<file path="src/rtl/hazard_pkg.sv">
// Shared definitions for the hazard/forwarding controller.
//   fwd_sel_e   : Execute operand mux select codes
//   REG_X0      : hard-wired zero register address
//   ex_stage_t  : dependency fields tracked for the instruction in EX
//   wr_stage_t  : write-back fields tracked for the instructions in MEM/WB
//   fwd_select  : forwarding priority for one source operand
package hazard_pkg;

    typedef enum logic [1:0] {
        FWD_REG = 2'b00,
        FWD_WB  = 2'b01,
        FWD_MEM = 2'b10
    } fwd_sel_e;

    localparam logic [4:0] REG_X0 = 5'd0;

    typedef struct packed {
        logic [4:0] rs1;
        logic [4:0] rs2;
        logic [4:0] rd;
        logic       regwrite;
        logic       load;
    } ex_stage_t;

    typedef struct packed {
        logic [4:0] rd;
        logic       regwrite;
    } wr_stage_t;

    // The younger producer (MEM) wins over the older one (WB); x0 never forwards.
    function automatic fwd_sel_e fwd_select(
        input logic [4:0] rs,
        input wr_stage_t  mem,
        input wr_stage_t  wb
    );
        if (mem.regwrite && (mem.rd != REG_X0) && (mem.rd == rs)) begin
            return FWD_MEM;
        end
        if (wb.regwrite && (wb.rd != REG_X0) && (wb.rd == rs)) begin
            return FWD_WB;
        end
        return FWD_REG;
    endfunction

endpackage

</file>
<file path="src/rtl/hazard_shadow_pipe.sv">
// Shadow copy of the register-dependency fields for the EX, MEM and WB stages.
// Ports:
//   clk, rst   : clock, asynchronous active-low reset
//   bubble     : load an empty entry into EX instead of the Decode fields
//   d_fields   : dependency fields of the instruction in Decode
//   ex_q       : fields of the instruction in EX
//   mem_q      : write-back fields of the instruction in MEM
//   wb_q       : write-back fields of the instruction in WB
module hazard_shadow_pipe
    import hazard_pkg::*;
(
    input  logic      clk,
    input  logic      rst,
    input  logic      bubble,
    input  ex_stage_t d_fields,
    output ex_stage_t ex_q,
    output wr_stage_t mem_q,
    output wr_stage_t wb_q
);

    always_ff @(posedge clk or negedge rst) begin
        if (!rst) begin
            ex_q  <= '0;
            mem_q <= '0;
            wb_q  <= '0;
        end else begin
            ex_q  <= bubble ? ex_stage_t'('0) : d_fields;
            mem_q <= '{rd: ex_q.rd, regwrite: ex_q.regwrite};
            wb_q  <= mem_q;
        end
    end

endmodule

</file>
<file path="src/rtl/hazard_unit.sv">
// Hazard detection and operand forwarding for the 5-stage core, plus
// saturating performance counters for stall and flush events.
// Ports:
//   clk, rst            : clock, asynchronous active-low reset
//   rs1_d, rs2_d, rd_d  : register fields of the Decode instruction
//   valid_d             : Decode holds a real instruction
//   regwrite_d, load_d  : Decode instruction writes rd / is a load
//   branch_taken_e      : the EX instruction redirects the PC
//   forward_a_e/_b_e    : EX operand selects (00 regfile, 01 WB, 10 MEM)
//   stall_f, stall_d    : hold PC / IF-ID register
//   flush_d, flush_e    : clear IF-ID / ID-EX register
//   stall_count         : load-use stall cycles (saturating)
//   flush_count         : taken-branch flush cycles (saturating)
module hazard_unit
    import hazard_pkg::*;
(
    input  logic        clk,
    input  logic        rst,
    input  logic [4:0]  rs1_d,
    input  logic [4:0]  rs2_d,
    input  logic [4:0]  rd_d,
    input  logic        valid_d,
    input  logic        regwrite_d,
    input  logic        load_d,
    input  logic        branch_taken_e,
    output logic [1:0]  forward_a_e,
    output logic [1:0]  forward_b_e,
    output logic        stall_f,
    output logic        stall_d,
    output logic        flush_d,
    output logic        flush_e,
    output logic [31:0] stall_count,
    output logic [31:0] flush_count
);

    ex_stage_t   d_fields;
    ex_stage_t   ex_q;
    wr_stage_t   mem_q;
    wr_stage_t   wb_q;
    logic        load_use;
    logic        bubble;
    logic [31:0] stall_cnt_q;
    logic [31:0] flush_cnt_q;

    assign d_fields = '{rs1: rs1_d, rs2: rs2_d, rd: rd_d,
                        regwrite: regwrite_d, load: load_d};

    hazard_shadow_pipe u_shadow (
        .clk      (clk),
        .rst      (rst),
        .bubble   (bubble),
        .d_fields (d_fields),
        .ex_q     (ex_q),
        .mem_q    (mem_q),
        .wb_q     (wb_q)
    );

    assign load_use = ex_q.load && ex_q.regwrite && (ex_q.rd != REG_X0) && valid_d
                      && ((rs1_d == ex_q.rd) || (rs2_d == ex_q.rd));

    // A taken branch squashes the dependent instruction anyway, so it overrides the stall.
    assign stall_f = load_use && !branch_taken_e;
    assign stall_d = stall_f;
    assign flush_d = branch_taken_e;
    assign flush_e = load_use || branch_taken_e;
    assign bubble  = flush_e || !valid_d;

    assign forward_a_e = fwd_select(ex_q.rs1, mem_q, wb_q);
    assign forward_b_e = fwd_select(ex_q.rs2, mem_q, wb_q);

    always_ff @(posedge clk or negedge rst) begin
        if (!rst) begin
            stall_cnt_q <= '0;
            flush_cnt_q <= '0;
        end else begin
            if (stall_d && (stall_cnt_q != '1)) begin
                stall_cnt_q <= stall_cnt_q + 32'd1;
            end
            if (branch_taken_e && (flush_cnt_q != '1)) begin
                flush_cnt_q <= flush_cnt_q + 32'd1;
            end
        end
    end

    assign stall_count = stall_cnt_q;
    assign flush_count = flush_cnt_q;

endmodule
</file>
<file path="config.mk">
export PLATFORM = sky130hd
export DESIGN_NAME = hazard_unit
export DESIGN_NICKNAME = d
export VERILOG_FILES = /design/src/rtl/hazard_pkg.sv /design/src/rtl/hazard_shadow_pipe.sv /design/src/rtl/hazard_unit.sv
export SDC_FILE = /design/constraint.sdc
export NUM_CORES = 1
export LEC_CHECK = 0
export BUFFER_PORTS_ARGS = -buffer_cell sky130_fd_sc_hd__clkbuf_2
export CORE_MARGIN = 3
export CORE_UTILIZATION = 49
export DETAILED_ROUTE_END_ITERATION = 10
export PLACE_DENSITY = 0.73
export SKIP_LAST_GASP = 1
export SLEW_MARGIN = 20
export SYNTH_ARGS = -nofsm -noshare
export SYNTH_HDL_FRONTEND = slang
export SYNTH_SLANG_ARGS = --single-unit
export TNS_END_PERCENT = 30
</file>
<file path="constraint.sdc">
create_clock -name clk -period 3.9 [get_ports clk]
set_input_delay 0.975 -clock clk [delete_from_list [all_inputs] [get_ports clk]]
set_output_delay 0.975 -clock clk [all_outputs]
set_load 0.02 [all_outputs]
</file>
==> impl_summary.md, run 1 <==
Routing
Dividing the detail-routed wire length by the instance count gives 15.0 um. Once detail routing completed, the nets flagged for antenna violations numbered 0. Summing over every cut layer, the via total after detailed routing is 3,317. The first TritonRoute pass finished after 4 iterations.

After detailed routing, the number of remaining DRC violations is 0. The starting DRC count in detailed routing is 73. The routed wire length is 9.15 mm. The via density per instance is 5.44.

Placement
The placed standard-cell area is 4940 sq um. The number of placed cells counting well taps is 594. The final estimated routing congestion in global placement is 0.926. The quantity of I/O buffers inserted on ports is 92. Once detailed placement completed, the half-perimeter wirelength came to 6.91 mm.

Critical path
The endpoint class of the critical path is an output port. At the worst endpoint, the required time is 2.92 ns. The startpoint of the lowest-slack register-to-register path is u_shadow.ex_q[4]$_DFF_PN0_. The largest fanout on the critical path is 11. The classification of the worst setup path is in -> out. Tracing the worst setup path back leads to its startpoint at rs2_d[2]. The critical path data arrival time is 2.39 ns. The element type at the critical path start is an input port.

Timing
The final max-slew violation count is 0. Setup repair after global routing left no endpoint under its margin. Setup violations remaining at the end of the flow were counted as 0. After routing, the total negative slack on setup checks comes to 0 ns.

For the finished layout, the period the worst path requires is 3.36 ns. The final cycle utilization of the critical path is 0.863. The clock tree skew after final layout is 0.0161 ns. The hold violation total from the final report came to 0. The worst slew margin relative to its limit is 0.336. The highest clock frequency the design can meet is 297 MHz.

The actual slew at the worst max-slew pin is 0.987 ns.

Finish
In the final layout, the share of cells above drive strength 1 is 0.240. In the final design database the tool counted 523 nets. The total area of sequential cells is 2330 sq um.

The number of antenna repair diodes is 0. Summing all multi-input logic gate instances after layout gives 1930 sq um. The number of non-filler instances in the completed layout is 610. After routing the design area is 5120 sq um.

The filler cells instantiated in the layout total 730. The area overhead of the layout relative to synthesis is 17.4%.

Synthesis
For this run, the register share of the synthesized area comes to 0.534. In the synthesized netlist the dominant register cell turns out to be sky130_fd_sc_hd__dfrtp_1. By area the synthesized netlist is led by sky130_fd_sc_hd__dfrtp_1, sky130_fd_sc_hd__xnor2_1, sky130_fd_sc_hd__xor2_1.

The area of the mapped netlist is 4360 sq um. The cell with the most instances after synthesis is sky130_fd_sc_hd__dfrtp_1. The count of warnings emitted by yosys is 0. After synthesis, the netlist uses 37 different library cells. The async set-or-reset flop fraction in the synthesized netlist is 1.00. After technology mapping, the gate count stands at 401. By count the netlist is led by sky130_fd_sc_hd__dfrtp_1, sky130_fd_sc_hd__xnor2_1, sky130_fd_sc_hd__xor2_1. The area share of the largest cell type after synthesis is 0.534. Counting flops with a built-in enable in the synthesized netlist gives 0. Dividing the synthesized area by the synthesized cell count gives 10.9 sq um.

The total nets after synthesis is 424. The flip-flop and latch count after synthesis is 93. The cell taking the most area after synthesis is sky130_fd_sc_hd__dfrtp_1.

Die
The die outline area is 10,100 sq um. The number of I/O pins is 93. The die outline width is 100 um. The number of core rows is 33.

The effective utilization at floorplan is 0.517. In this run the vertical extent of the chip is 100 um. The core region is 8420 sq um.

Global routing
The initial antenna violation count is 0. The wire length of the first global-routing pass is 15.4 mm. Entering global routing, the biggest net connects 43 pins. Across every metal layer, demand over resource in global routing totals 0.190. The total overflow left after global routing is 0. The via count of the first global-routing pass is 3,242.

Clock tree
Gates resized during post-CTS repair numbered 0. The clock latency on the worst-skew pair is 0.35 ns. The library cell used as clock root buffer is sky130_fd_sc_hd__clkbuf_8. The clock input transition at the sequential cells of the worst setup and hold paths is 0.09 ns.

TritonCTS built the clock tree. Buffers added to address setup during post-CTS repair amount to 0. The clock drives 93 sinks. In this run the deepest clock path goes through 2 buffers.

Clock tree synthesis inserted a total of 9 buffers. For this design, the CTS-stage hold fixing added 0 buffers. The count of H-tree levels built during CTS is 3.

Run
The reported max-cap violation count is 0.

Pwr
The worst voltage drop across the vdd grid is 0.000196 V. The static leakage power is 2.55 nW. Power spread over the standard cell area amounts to 367 nW/um^2.

Worst hold path
In this run the worst hold path is classified as reg -> reg. The hold path startpoint is u_shadow.mem_q[0]$_DFF_PN0_.

Outcome
The flow ran to the end, and the final reports show no timing, DRC or antenna violations.
==> worst max-delay path, stage by stage <==
cell and delay (ns):
sky130_fd_sc_hd__clkbuf_2 0.09, sky130_fd_sc_hd__xor2_1 0.14, sky130_fd_sc_hd__nor3_2 0.23, sky130_fd_sc_hd__a22oi_1 0.11
sky130_fd_sc_hd__or3_1 0.42, sky130_fd_sc_hd__clkinv_1 0.20, sky130_fd_sc_hd__clkbuf_2 0.21
==> state kept, by name, summed over array words and instances, names as in the netlist <==
| signal | flops |
|---|---|
| flush_count | 32 |
| u_shadow.wb_q | 6 |
| stall_count | 32 |
| u_shadow.mem_q | 6 |
| u_shadow.ex_q | 17 |
==> metrics by stage <==
step | util | setup WS, ns | hold WS (ns) | power [mW]
after detailed placement | 0.586 | 0.499 | 0.360 | 1.31
after global routing | 0.608 | 0.420 | 0.394 | 1.97
after global placement | 0.586 | 0.544 | 0.357 | 1.29
after CTS | 0.608 | 0.511 | 0.383 | 1.90
final | 0.608 | 0.536 | 0.383 | 1.88
after floorplan | - | 0.567 | 0.348 | 1.21
==> routing by layer <==
metal | vias to the layer above | part of all wire | routed length [um] | GRT usage
met3 | 9 | 0.035 | 319 | 0.0299
met5 | - | 0 | 0 | 0
met4 | 0 | 0.0097 | 89 | 0.0632
li1 | 1594 | - | - | -
met2 | 72 | 0.51 | 4630 | 0.317
met1 | 1642 | 0.45 | 4100 | 0.255
==> placed cells by master (no fill, tap or decap), types with 11 or more instances in the layout <==
cell,n
sky130_fd_sc_hd__dfrtp_1,93
sky130_fd_sc_hd__clkbuf_2,91
sky130_fd_sc_hd__xnor2_1,45
sky130_fd_sc_hd__xor2_1,44
sky130_fd_sc_hd__nand3_1,28
sky130_fd_sc_hd__nand4_1,25
sky130_fd_sc_hd__nor2_1,24
sky130_fd_sc_hd__nand2_1,22
sky130_fd_sc_hd__and2_1,21
sky130_fd_sc_hd__nor4_1,15
sky130_fd_sc_hd__inv_1,11
==> area by class of cell <==
cell class,instances,area share
clock buffers,10,0.0269
clock inverters,6,0.00856
inverters,12,0.00880
multi-input cells,287,0.378
flip-flops and latches,93,0.455
well taps,105,0.0257
repair buffers,97,0.0978
==> worst paths after layout <==
path                                          endpoint  cells after the start  slack (ns)
setup reg to reg            stall_count[1]$_DFFE_PN0P_                      7        1.43
setup / recovery                               stall_d                      7        0.54
min in group asynchronous  stall_count[13]$_DFFE_PN0P_                      1        0.61
max in group asynchronous   flush_count[8]$_DFFE_PN0P_                      2        2.47
hold / removal              u_shadow.wb_q[0]$_DFF_PN0_                      0        0.38
hold reg to reg             u_shadow.wb_q[0]$_DFF_PN0_                      0        0.38
==> cells by family after synthesis <==
logic type / Yosys count / share of synthesized area
buf+inv: 21 / 0.0227
fa+ha+maj: 2 / 0.00574
mux: 2 / 0.00517
compound gates: 13 / 0.0192
xor+xnor: 89 / 0.179
simple gates: 181 / 0.234
flops: 93 / 0.534
==> power breakdown <==
| group | internal [mW] | switching, mW | total, mW |
|---|---|---|---|
| combinational | 0.0833 | 0.131 | 0.214 |
| sequential | 1.01 | 0.0594 | 1.07 |
| clock | 0.253 | 0.341 | 0.594 |
| total | 1.35 | 0.532 | 1.88 |
Note: power is estimated with default switching activity, not from simulation.
==> inputs of run 2 (changes only) <==
Settings changed: CTS_CLUSTER_SIZE set to 25.
Clock period 3.9 ns to 3.8 ns, I/O delays scaled along.
==> run 2 against run 1 <==
  * First-iteration DRC count rose by 85%
  * Combinational power rose by 4%
  * Die area did not move
  * Sequential power barely moved
  * Clock-buffer cell count fell by 1
  * Critical path depth did not move
  * Via count rose by 0.90%
  * Clock power rose by 26%
  * Power rose by 10%
  * Worst hold slack improved by 0.0033 ns
  * Largest cell class unchanged
  * Largest power group unchanged
  * Highest routed layer unchanged
==> impl_summary.md, run 2 (synthesized netlist as in run 1, its figures left out) <==
Clock tree
The clock tree from TritonCTS is done. The post-cts gate resize count is 0 (unchanged). The clock latency on the worst-skew pair was 0.35 ns (about the same). The number of buffers added to fix hold violations after cts was 0 (unchanged).

The cell sitting at the root of the clock tree is a sky130_fd_sc_hd__clkbuf_8. The number of sinks handled by clock tree synthesis is 93 (unchanged). The clock input transition at the sequential cells of the worst setup and hold paths was 0.09 ns (about the same). The number of clock buffers inserted by TritonCTS came to 9 (unchanged). The maximum buffer depth of the clock tree is 2 (unchanged). The count of H-tree levels built during CTS is 3 (unchanged). The buffer count from post-CTS setup fixing is 0 (unchanged).

Die
The effective utilization at floorplan is 0.517 (unchanged). The number of core rows is 33 (unchanged). The die outline width was 100 um (unchanged). The height of the die is 100 um (unchanged).

The die outline area is 10,100 sq um (unchanged). The number of I/O pins came to 93 (unchanged). The area inside the core boundary is 8420 sq um (unchanged).

Routing
The via count is 3,347 (+0.90%). The per-cell routed wire length is 15.0 um (+0.20%). The first-pass iteration count of the detailed router came to 6 (+2). The number of nets still failing antenna checks after routing is 0 (unchanged). The starting DRC count in detailed routing is 135 (+85%).

The number of design rule violations left after detail routing came to 0 (unchanged). The routed wire length is 9.16 mm (+0.20%). The via density per instance is 5.49 (+0.90%).

Timing
The clock tree skew after final layout is 0.0131 ns (-0.00306 ns). The worst slew margin relative to its limit is 0.257 (-0.0790). Setup repair after global routing left no endpoint under its margin.

Timing would allow up to 300 MHz. The clock period could shrink to 3.34 ns. The setup total negative slack was 0 ns (unchanged). The final cycle utilization of the critical path is 0.878. The worst hold margin is 0.386 ns (+0.00327 ns). The count of final setup violators is 0 (unchanged). The final max-slew violation count came to 0 (unchanged). The hold violation total from the final report is 0 (unchanged).

The actual slew at the worst max-slew pin was 1.10 ns (+0.117 ns).

Finish
The fraction of final layout cells with drive strength greater than 1 was 0.240 (unchanged). The most frequent standard cell in the layout excluding fill and tap cells is sky130_fd_sc_hd__dfrtp_1. The footprint of the multi-input gates came to 1930 sq um (unchanged). Leaving out fill and tap cells, the most frequent cells in the layout are sky130_fd_sc_hd__dfrtp_1, sky130_fd_sc_hd__clkbuf_2, sky130_fd_sc_hd__xnor2_1. The number of antenna repair diodes is 0 (unchanged). The number of nets in the layout came to 523 (unchanged). The area overhead of the layout relative to synthesis is 18.5%. The total area of sequential cells was 2330 sq um (unchanged).

The final standard cell area without fillers came to 5160 sq um (+0.90%). The number of fill cells in the layout came to 716 (-1.9%).

Global routing
The total congestion overflow after global routing is 0 (unchanged). The largest net degree at the start of global routing is 49 (+14%). The via count of the first global-routing pass is 3,324 (+2.5%).

The initial antenna violation count was 0 (unchanged). The total track usage came to 0.189 (-0.00107). The wire length of the first global-routing pass is 15.4 mm (-0.27%).

Placement
The final estimated routing congestion in global placement came to 0.904 (-2.4%). The half-perimeter wire length of the detailed placement result is 6.88 mm (-0.50%). The placed standard-cell area is 4940 sq um (unchanged). The quantity of I/O buffers inserted on ports is 92 (unchanged).

Pwr
The worst voltage drop across the vdd grid was 0.000225 V (+15%). The cell area power density was 401 nW/um^2 (+9.3%). The static leakage power came to 2.57 nW (+0.60%).

Critical path
The endpoint class of the critical path is an output port. The largest fanout on the critical path came to 11 (unchanged). The critical path in this run is classified as in -> out. The worst path required time was 2.85 ns (-0.07 ns). The critical path data arrival time came to 2.39 ns (about the same). STA classifies the critical path startpoint as an input port.

Outcome
The run finished with clean final reports.

Run
The reported max-cap violation count is 0 (unchanged).

Worst hold path
The classification of the worst-slack hold path is reg -> reg.
## run 2: critical path, cell delays in order
cell	delay (ns)
sky130_fd_sc_hd__clkbuf_2	0.09
sky130_fd_sc_hd__xor2_1	0.15
sky130_fd_sc_hd__nor3_2	0.23
sky130_fd_sc_hd__a22oi_1	0.11
sky130_fd_sc_hd__or3_1	0.42
sky130_fd_sc_hd__clkinv_1	0.21
sky130_fd_sc_hd__clkbuf_2	0.22
## run 2: report_power, final
part | leakage [nW] | switching (mW) | internal, mW
Sequential | 1.24 | 0.0638 | 1.04
Combinational | 1.22 | 0.136 | 0.0868
Clock | 0.108 | 0.369 | 0.380
## run 2: cell type report
class	instances	share of cell area
clock buffer	9	0.0240
clock inverter	7	0.0201
inverter	12	0.00872
multi-input combinational	287	0.374
sequential	93	0.451
tap	105	0.0254
timing repair buffer	97	0.0969
## run 2: metrics by stage
stage | total power, mW | std cells | setup slack (ns) | util
after floorplan | 1.24 | 401 | 0.517 | -
after global placement | 1.33 | 594 | 0.496 | 0.586
after detailed placement | 1.34 | 594 | 0.439 | 0.586
after CTS | 2.09 | 610 | 0.440 | 0.613
after global routing | 2.16 | 610 | 0.353 | 0.613
final | 2.07 | 610 | 0.464 | 0.613
## run 2: per-layer routing
layer  vias up  track usage  share of wire
li1       1597            -              -
met1      1645        0.245           0.44
met2        90        0.322           0.50
met3        15       0.0278          0.046
met4         0       0.0715          0.016
met5         -            0              0
## run 2: path summary, 6_finish.rpt
| kind | from | cells past startpoint | slack [ns] | end |
|---|---|---|---|---|
| max in group asynchronous | rst | 2 | 2.45 | u_shadow.wb_q[2]$_DFF_PN0_ |
| min in group asynchronous | rst | 1 | 0.60 | stall_count[1]$_DFFE_PN0P_ |
| setup / recovery | rs2_d[2] | 7 | 0.46 | stall_f |
| setup reg to reg | u_shadow.ex_q[4]$_DFF_PN0_ | 7 | 1.31 | stall_count[1]$_DFFE_PN0P_ |
| hold reg to reg | u_shadow.mem_q[0]$_DFF_PN0_ | 0 | 0.39 | u_shadow.wb_q[0]$_DFF_PN0_ |
| hold / removal | u_shadow.mem_q[0]$_DFF_PN0_ | 0 | 0.39 | u_shadow.wb_q[0]$_DFF_PN0_ |
